**src/rtl/wb_burst_ram_ctrl.sv**
```systemverilog
// Wishbone B4 burst master giving the CFU word-wide read/write access to system RAM.
// Latency: bus goes active the cycle after request accept; a read word reaches rd_* one cycle after its ack.
// Backpressure: stb is withheld while the read FIFO is full or no write beat is offered; req_ready is low while busy.
module wb_burst_ram_ctrl #(
  parameter  int ADDR_W     = 30,
  parameter  int DATA_W     = 32,
  parameter  int MAX_BURST  = 8,
  parameter  int FIFO_DEPTH = 4,
  localparam int SEL_W      = DATA_W / 8,
  localparam int LEN_W      = $clog2(MAX_BURST)
) (
  input  logic              clk,
  input  logic              reset_n,
  input  logic              req_valid,
  output logic              req_ready,
  input  logic              req_we,
  input  logic [ADDR_W-1:0] req_addr,
  input  logic [LEN_W-1:0]  req_len,
  input  logic [SEL_W-1:0]  req_sel,
  input  logic              wr_valid,
  input  logic [DATA_W-1:0] wr_data,
  output logic              wr_ready,
  output logic              rd_valid,
  output logic [DATA_W-1:0] rd_data,
  input  logic              rd_ready,
  output logic              done,
  output logic              done_err,
  output logic [ADDR_W-1:0] cfu_ram_adr,
  output logic [DATA_W-1:0] cfu_ram_dat_mosi,
  output logic [SEL_W-1:0]  cfu_ram_sel,
  output logic              cfu_ram_cyc,
  output logic              cfu_ram_stb,
  output logic              cfu_ram_we,
  output logic [2:0]        cfu_ram_cti,
  output logic [1:0]        cfu_ram_bte,
  input  logic [DATA_W-1:0] cfu_ram_dat_miso,
  input  logic              cfu_ram_ack,
  input  logic              cfu_ram_err
);

  localparam int PTR_W = $clog2(FIFO_DEPTH);

  typedef enum logic [1:0] {ST_IDLE, ST_READ, ST_WRITE, ST_DONE} state_t;

  state_t            state_q, state_d;
  logic [ADDR_W-1:0] adr_q, adr_d;
  logic [LEN_W-1:0]  len_q, len_d;
  logic [LEN_W-1:0]  beats_q, beats_d;
  logic [SEL_W-1:0]  sel_q, sel_d;
  logic              err_q, err_d;
  logic [PTR_W-1:0]  wptr_q, wptr_d;
  logic [PTR_W-1:0]  rptr_q, rptr_d;
  logic [PTR_W:0]    cnt_q, cnt_d;
  logic [DATA_W-1:0] mem_q [FIFO_DEPTH];

  logic busy;
  logic stb;
  logic beat_ack;
  logic beat_err;
  logic push;
  logic pop;

  // Strobe and per-beat handshake outcome; a full FIFO (count MSB set) holds off read beats.
  always_comb begin
    busy = (state_q == ST_READ) || (state_q == ST_WRITE);
    stb  = 1'b0;
    if (state_q == ST_READ) begin
      stb = ~cnt_q[PTR_W];
    end else if (state_q == ST_WRITE) begin
      stb = wr_valid;
    end
    beat_err = stb & cfu_ram_err;
    beat_ack = stb & cfu_ram_ack & ~cfu_ram_err;
    push     = beat_ack & (state_q == ST_READ);
    pop      = rd_ready & (cnt_q != '0);
  end

  // Request sequencing: latch on accept, advance address/beat per ack, finish on last ack or error.
  always_comb begin
    state_d = state_q;
    adr_d   = adr_q;
    len_d   = len_q;
    beats_d = beats_q;
    sel_d   = sel_q;
    err_d   = err_q;
    case (state_q)
      ST_IDLE: begin
        if (req_valid) begin
          adr_d   = req_addr;
          len_d   = req_len;
          sel_d   = req_sel;
          beats_d = '0;
          err_d   = 1'b0;
          state_d = req_we ? ST_WRITE : ST_READ;
        end
      end
      ST_READ, ST_WRITE: begin
        if (beat_err) begin
          err_d   = 1'b1;
          state_d = ST_DONE;
        end else if (beat_ack) begin
          adr_d   = adr_q + ADDR_W'(1);
          beats_d = beats_q + LEN_W'(1);
          if (beats_q == len_q) begin
            state_d = ST_DONE;
          end
        end
      end
      ST_DONE: state_d = ST_IDLE;
      default: state_d = ST_IDLE;
    endcase
  end

  // Read FIFO pointer and occupancy update; simultaneous push and pop leaves the count unchanged.
  always_comb begin
    wptr_d = push ? wptr_q + PTR_W'(1) : wptr_q;
    rptr_d = pop  ? rptr_q + PTR_W'(1) : rptr_q;
    case ({push, pop})
      2'b10:   cnt_d = cnt_q + (PTR_W+1)'(1);
      2'b01:   cnt_d = cnt_q - (PTR_W+1)'(1);
      default: cnt_d = cnt_q;
    endcase
  end

  // Controller and FIFO bookkeeping state; reset abandons any burst in flight without a done.
  always_ff @(posedge clk or negedge reset_n) begin
    if (!reset_n) begin
      state_q <= ST_IDLE;
      adr_q   <= '0;
      len_q   <= '0;
      beats_q <= '0;
      sel_q   <= '0;
      err_q   <= 1'b0;
      wptr_q  <= '0;
      rptr_q  <= '0;
      cnt_q   <= '0;
    end else begin
      state_q <= state_d;
      adr_q   <= adr_d;
      len_q   <= len_d;
      beats_q <= beats_d;
      sel_q   <= sel_d;
      err_q   <= err_d;
      wptr_q  <= wptr_d;
      rptr_q  <= rptr_d;
      cnt_q   <= cnt_d;
    end
  end

  // FIFO storage captures the bus read data on every accepted read beat.
  always_ff @(posedge clk) begin
    if (push) begin
      mem_q[wptr_q] <= cfu_ram_dat_miso;
    end
  end

  assign req_ready        = (state_q == ST_IDLE);
  assign wr_ready         = (state_q == ST_WRITE) & beat_ack;
  assign rd_valid         = (cnt_q != '0);
  assign rd_data          = rd_valid ? mem_q[rptr_q] : '0;
  assign done             = (state_q == ST_DONE);
  assign done_err         = done & err_q;
  assign cfu_ram_adr      = busy ? adr_q : '0;
  assign cfu_ram_dat_mosi = (state_q == ST_WRITE) ? wr_data : '0;
  assign cfu_ram_sel      = stb ? sel_q : '0;
  assign cfu_ram_cyc      = busy;
  assign cfu_ram_stb      = stb;
  assign cfu_ram_we       = (state_q == ST_WRITE);
  // Single access is classic; a burst is incrementing until its final beat.
  assign cfu_ram_cti      = !busy ? 3'b000 :
                            (len_q == '0) ? 3'b000 :
                            (beats_q == len_q) ? 3'b111 : 3'b010;
  assign cfu_ram_bte      = 2'b00;

endmodule

```
**config.mk**
```make
export PLATFORM = sky130hd
export DESIGN_NAME = wb_burst_ram_ctrl
export DESIGN_NICKNAME = d
export VERILOG_FILES = /design/src/rtl/wb_burst_ram_ctrl.sv
export SDC_FILE = /design/constraint.sdc
export NUM_CORES = 1
export LEC_CHECK = 0
export ABC_AREA = 1
export CORE_MARGIN = 4
export CORE_UTILIZATION = 30
export CTS_CLUSTER_SIZE = 30
export DETAILED_ROUTE_END_ITERATION = 7
export GPL_TIMING_DRIVEN = 0
export SYNTH_ARGS = -nofsm -noshare
export SYNTH_HDL_FRONTEND = slang
export SYNTH_SLANG_ARGS = --single-unit
```
**constraint.sdc**
```tcl
create_clock -name clk -period 3.7 [get_ports clk]
set_input_delay 0.37 -clock clk [delete_from_list [all_inputs] [get_ports clk]]
set_output_delay 0.37 -clock clk [all_outputs]
set_load 0.02 [all_outputs]
```
* Word-level counts from Yosys, hierarchy flattened
Memories as Yosys holds them, arrays and structs flattened.
Index checks and enable logic that the tools add are counted.
** Word-level totals
- Flip-flop bits (word level) :: 50
- RAM bits :: 128
- Word-level logic and storage cells :: 77
- Memories :: 1
** Memory list
- mem_q :: depth 4, width 32, read ports 1, clocked after memory_dff 0, write ports 1, line 54 : logic [DATA_W-1:0] mem_q [FIFO_DEPTH];
** Operators by class
- $add $sub $neg :: 6
- Equality and inequality tests :: 12
- Multiplexer cells :: 29
- Bitwise gates (word level) :: 9
- Reductions and logical operators :: 11
** Operators by type and width (number)
- $mux W30 :: 4
- $mux W32 :: 2
- $pmux W30 S2 :: 1
- $add A30 B1 Y30 const B :: 1
- $mux W3 :: 6
- $pmux W3 S2 :: 2
- $mux W2 :: 5
- $ne A2 B2 Y1 const B :: 4
- $and A1 B1 Y1 :: 7
- $add A3 B1 Y3 const B :: 2
- $eq A2 B2 Y1 const B :: 3
- $mux W1 :: 6
- $ne A3 B3 Y1 const B :: 2
- $pmux W2 S3 :: 1
- $reduce_and A3 Y1 :: 2
- $add A2 B1 Y2 const B :: 2
- $eq A2 B1 Y1 const B :: 2
- $mux W4 :: 1
- $reduce_and A4 Y1 :: 1
- $reduce_bool A2 Y1 :: 2
- $eq A3 B3 Y1 :: 1
- $logic_not A3 Y1 :: 1
- $reduce_bool A3 Y1 :: 1
- $sub A3 B1 Y3 const B :: 1
- 6 further kinds :: 7

* Depth between registers and ports, before layout
Gate-level depths: netlist of the first run.
- Depth in word-level cells :: 8
- Depth in mapped cells :: 14

* Least setup slack after synthesis of the first run
No wires, ideal clock.
- Kind :: register to register
- From :: register state_q[0]
- To :: memory mem_q[0][0] (enable)
- Arrival :: 2.749 ns
- Path slack :: 0.530 ns
- Cell stages (with the launch flop) :: 10
- Path buffers :: 1
- Cells stage by stage :: dfrtp_1 > inv_1 > ha_1 > buf_4 > nand2_2 > nand2_2 > nand2_4 > nor2_4 > nand3_2 > nor2_1
** On the way
- Longest elaborated chain between the ends :: 8
- Elaborated cells on any way between the ends :: 9
** RTL lines
- start, declared :: line 45 : state_t state_q, state_d;
- start signal, assigned :: line 138 : state_q <= state_d;
- $eq A2 B2 Y1
- via cfu_ram_we :: line 33 : output logic cfu_ram_we,
- $mux W1 :: line 69 : end else if (state_q == ST_WRITE) begin
- $mux W1 :: line 67 : if (state_q == ST_READ) begin
- $and A1 B1 Y1 (2 in a row) :: line 73 : beat_ack = stb & cfu_ram_ack & ~cfu_ram_err;
- $and A1 B1 Y1 :: line 74 : push = beat_ack & (state_q == ST_READ);
- $mux W1 :: line 152 : if (push) begin
- $mux W1 (implied by the code) :: line 153 : mem_q[wptr_q] <= cfu_ram_dat_miso;
- end, declared :: line 54
The timed path passes the listed nets, and every way through them passes these cells.

* Final worst setup path of the first run
- From :: register state_q[0]
- To :: output cfu_ram_cti[2]
** On the way
- Longest elaborated chain between the ends :: 3
- Elaborated cells on any way between the ends :: 4
** RTL lines
- $eq A2 B1 Y1 or $eq A2 B2 Y1 (tied branches) :: line 65 : busy = (state_q == ST_READ) || (state_q == ST_WRITE);
- $logic_or A1 B1 Y1 * :: line 65
- $mux W3 * :: line 170 : assign cfu_ram_cti = !busy ? 3'b000 :
- end, declared :: line 34 : output logic [2:0] cfu_ram_cti,
Mark *: on every way between the ends. The rest lies on a longest branch, timed or not.

==> summary.md, run 1 <==
| Metric | Value |
|---|---|
| Register bit total from synthesis | `178` |
| Gr ovfl total | `0` |
| H-tree levels | `4` |
| Met1 wire length | `11900 um` |
| CTS tree | `yes` |
| CP required | `3.33 ns` |
| CP startpoint kind | `register` |
| Final Hold Fails | `0` |
| Post-synthesis cell area | `0.008862 sq mm` |
| DP Cell Count | `1637` |
| Routed WL | `26420 um` |
| Via-per-instance ratio | `4.510` |
| Area of the multi-input gates | `0.003148 sq mm` |
| Port bufs | `217` |
| Largest net degree at the start of global routing | `33` |
| Synth async-reset ratio | `28.09%` |
| Synth top area cells | `edfxtp_1 43%, dfrtp_1 14%, nand2_1 11%` |
| Die width | `179.9 um` |
| Clock Latency Late Sink | `0.44 ns` |
| Core Footprint | `0.02894 sq mm` |
| Leakage power | `5.123 nW` |
| Io pins | `220` |
| Share of cells above drive strength 1 | `6.843%` |
| Layout Utilization | `42.35%` |
| Total GRT Usage | `16.00%` |
| Ant diodes | `0` |
| Fin cells | `1670` |
| Synth Warn # | `0` |
| Synth Flop Type | `edfxtp_1` |
| Hold_ws | `0.4309 ns` |
| Worst vdd ir | `0.5162 mV` |
| Worst endpoint data arrival time | `2.98 ns` |
| Die area | `0.03236 sq mm` |
| Largest fanout on the critical path | `10` |
| Status | `finished, final reports clean` |
| Number of synthesized flops with an enable pin | `128` |
| Post-detailed-route count of antenna-violating nets | `0` |
| Synth cell types | `39` |
| Switching Share | `45.95%` |
| Total chip power | `0.01041 W` |
| Met3 wire len | `1634 um` |
| Post-Syn Area per Cell | `8.604 sq um` |
| # Max-Cap Violations | `0` |
| Num CTS Buffers | `17` |
| DP HPWL | `18900 um` |
| Crit. End Element | `primary output` |
| PD cells | `849.1 mW/mm^2` |
| P_sw | `0.004782 W` |
| Initial antenna violation count | `1` |
| Worst clock skew | `0.01701 ns` |
| Root buffer selected by CTS | `clkbuf_16` |
| Relative slew slack | `56.81%` |
| Uppermost routed layer | `met5` |
| FMAX | `298.9 MHz` |
| CTS Buffer Depth | `2` |
| DRC viols | `0` |
| Max Transition Viols Final | `0` |
| Wire length on met2 | `12560 um` |
| Mapped Cells | `1030` |
| Seq pwr share | `26.3%` |
| Row cnt | `62` |
| Pre-antenna DRT Iters | `5` |
| Final period util | `90.43%` |
| WL/cell | `15.82 um` |
| Clock power share | `17.3%` |
| Post-CTS setup buffers | `0` |
| Die height | `179.9 um` |
| Slew @ Worst Pin | `0.6479 ns` |
| Final #Nets | `1394` |
| P&R area growth vs syn | `38.28%` |
| Crit Path Class | `register to primary output` |
| Register area share after synthesis | `57.49%` |
| Vias in the first global route | `7451` |
| Internal | `0.005624 W` |
| Post-synth top area share | `43.37%` |
| First DRT Iteration DRCs | `600` |
| Top cell type by total area after synthesis | `edfxtp_1` |
| Gate power share | `56.3%` |
| CTS Sinks | `178` |
| Sequential Area | `0.005095 sq mm` |
| Fillers | `2802` |
| Gpl congestion | `0.8566` |
| Initial Utilization | `30.63%` |
| Final worst path period need | `3.346 ns` |
| Worst hold path class | `input pin to asynchronous set/reset pin` |
| RSZ-0062 raised after global routing | `false` |
| CTS clk-pin slew, worst paths | `0.08 ns` |
| Global-route wire length before repair | `41500 um` |
| Final setup violation count | `0` |
| Via count | `7531` |
-- sequential cells by signal, summed over array words and instances, names as in the netlist --
signal and count:
adr_q 30, beats_q 3, cnt_q 3, err_q 1, len_q 3, mem_q 128
rptr_q 2, sel_q 4, state_q 2, wptr_q 2
-- per-stage QoR --
step | setup WS (ns) | TNS (ns) | area (sq um)
after detailed placement | 0.8248 | 0 | 11660
after global placement | -0.6572 | -78.48 | 11520
after CTS | 0.3237 | 0 | 12250
after floorplan | 0.5299 | 0 | 8866
after global routing | 0.1910 | 0 | 12250
final | 0.3539 | 0 | 12250
-- kinds of logic after synthesis --
group | after synthesis | share of synthesized area [%]
AOI/OAI and AO/OA | 133 | 7.624
muxes | 4 | 0.4941
buffers and inverters | 156 | 7.370
other | 1 | 0.04231
DFF | 178 | 57.49
and+or+nand+nor | 538 | 24.41
xor gates and xnor gates | 8 | 0.7907
adders and majority gates | 12 | 1.779
-- worst max-delay path, cell delays in order, from the launching register on --
cell,delay [ns]
dfrtp_1,0.40
inv_1,0.08
ha_1,0.42
inv_2,0.20
clkbuf_1,0.41
nor2_1,0.14
and3_1,0.24
buf_4,0.13
clkdlybuf4s50_1,0.53
-- synthesized netlist by cell type (all sizes together) (2+ instances only) --
| cell | instances |
|---|---|
| nand2 | 278 |
| nor2 | 209 |
| edfxtp | 128 |
| inv | 108 |
| o21ai | 90 |
| dfrtp | 50 |
| a21oi | 40 |
| nand3 | 37 |
| buf | 23 |
| clkbuf | 23 |
| ha | 11 |
| nor3 | 8 |
| xor2 | 5 |
| mux2 | 3 |
| or2 | 3 |
| xnor2 | 3 |
| clkinv | 2 |
-- routing by layer --
metal  global-route usage, %  vias to the layer above
met5                       0                        -
met4                   3.688                        2
met3                   3.779                       26
met2                   26.63                      252
met1                   21.30                     3474
li1                        -                     3777
-- repair_timing --
| item | 4_1_cts | 5_1_grt |
|---|---|---|
| hold buffers | 1 | 0 |
| endpoints found under the hold margin | 18 | 0 |
| resized for setup | 0 | 0 |
-- power groups by stage --
stage	Sequential [W]	Clock, W	Combinational [W]
after floorplan	0.00268	0	0.00351
after detailed placement	0.00277	0	0.00588
after CTS	0.00273	0.00184	0.00592
after global placement	0.00276	0	0.00582
after global routing	0.00278	0.00192	0.00646
final	0.00274	0.00180	0.00586
-- cell usage in the layout, fill, tap and decap left out, types with 3 or more instances in the layout --
cell | Yosys | routed
buf_6 | 3 | 3
buf_12 | 0 | 3
inv_1 | 106 | 106
nor2_4 | 3 | 7
buf_2 | 8 | 9
clkdlybuf4s50_1 | 0 | 216
nor3_1 | 7 | 7
inv_6 | 0 | 3
clkinv_8 | 0 | 3
nor2_1 | 202 | 198
nand3_1 | 36 | 36
edfxtp_1 | 128 | 128
nand2_1 | 270 | 270
o21ai_0 | 73 | 73
xor2_1 | 5 | 5
ha_1 | 11 | 11
o21ai_1 | 16 | 16
inv_8 | 0 | 5
buf_4 | 8 | 8
buf_1 | 4 | 4
clkbuf_1 | 23 | 23
clkbuf_16 | 0 | 17
nor2_2 | 4 | 4
mux2_2 | 3 | 3
xnor2_1 | 3 | 3
nand2_2 | 6 | 6
or2_2 | 3 | 3
a21oi_1 | 40 | 40
dfrtp_1 | 50 | 50
-- worst paths after layout --
check	cells past startpoint	slack, ns	end	from
max	8	0.35	cfu_ram_cti[2]	state_q[0]$_DFFE_PN0P_
min	2	0.43	adr_q[25]$_DFFE_PN0P_	reset_n
max reg2reg	10	1.14	mem_q[3][11]$_DFFE_PP_	state_q[0]$_DFFE_PN0P_
min reg2reg	2	0.51	err_q$_DFFE_PN0P_	err_q$_DFFE_PN0P_
max in group asynchronous	3	2.68	cnt_q[0]$_DFFE_PN0P_	reset_n
min in group clk	3	0.51	sel_q[0]$_DFFE_PN0P_	req_sel[0]
-- final cells by class --
cell class                 instances  area share, %
clock buffer                      17          3.471
inverter                         110          3.410
tap                              384          3.921
buffer                            46          1.920
clock inverter                    15          1.307
timing repair buffer             223          18.71
multi-input combinational        697          25.69
sequential                       178          41.58
No activity file was read; power rests on OpenSTA's default activity.
==> run 2, diff against run 1 <==
- TNS_END_PERCENT: not set -> 5
==> results of run 2 <==
No change in the layout: final DEF, timing and power equal those of run 1.
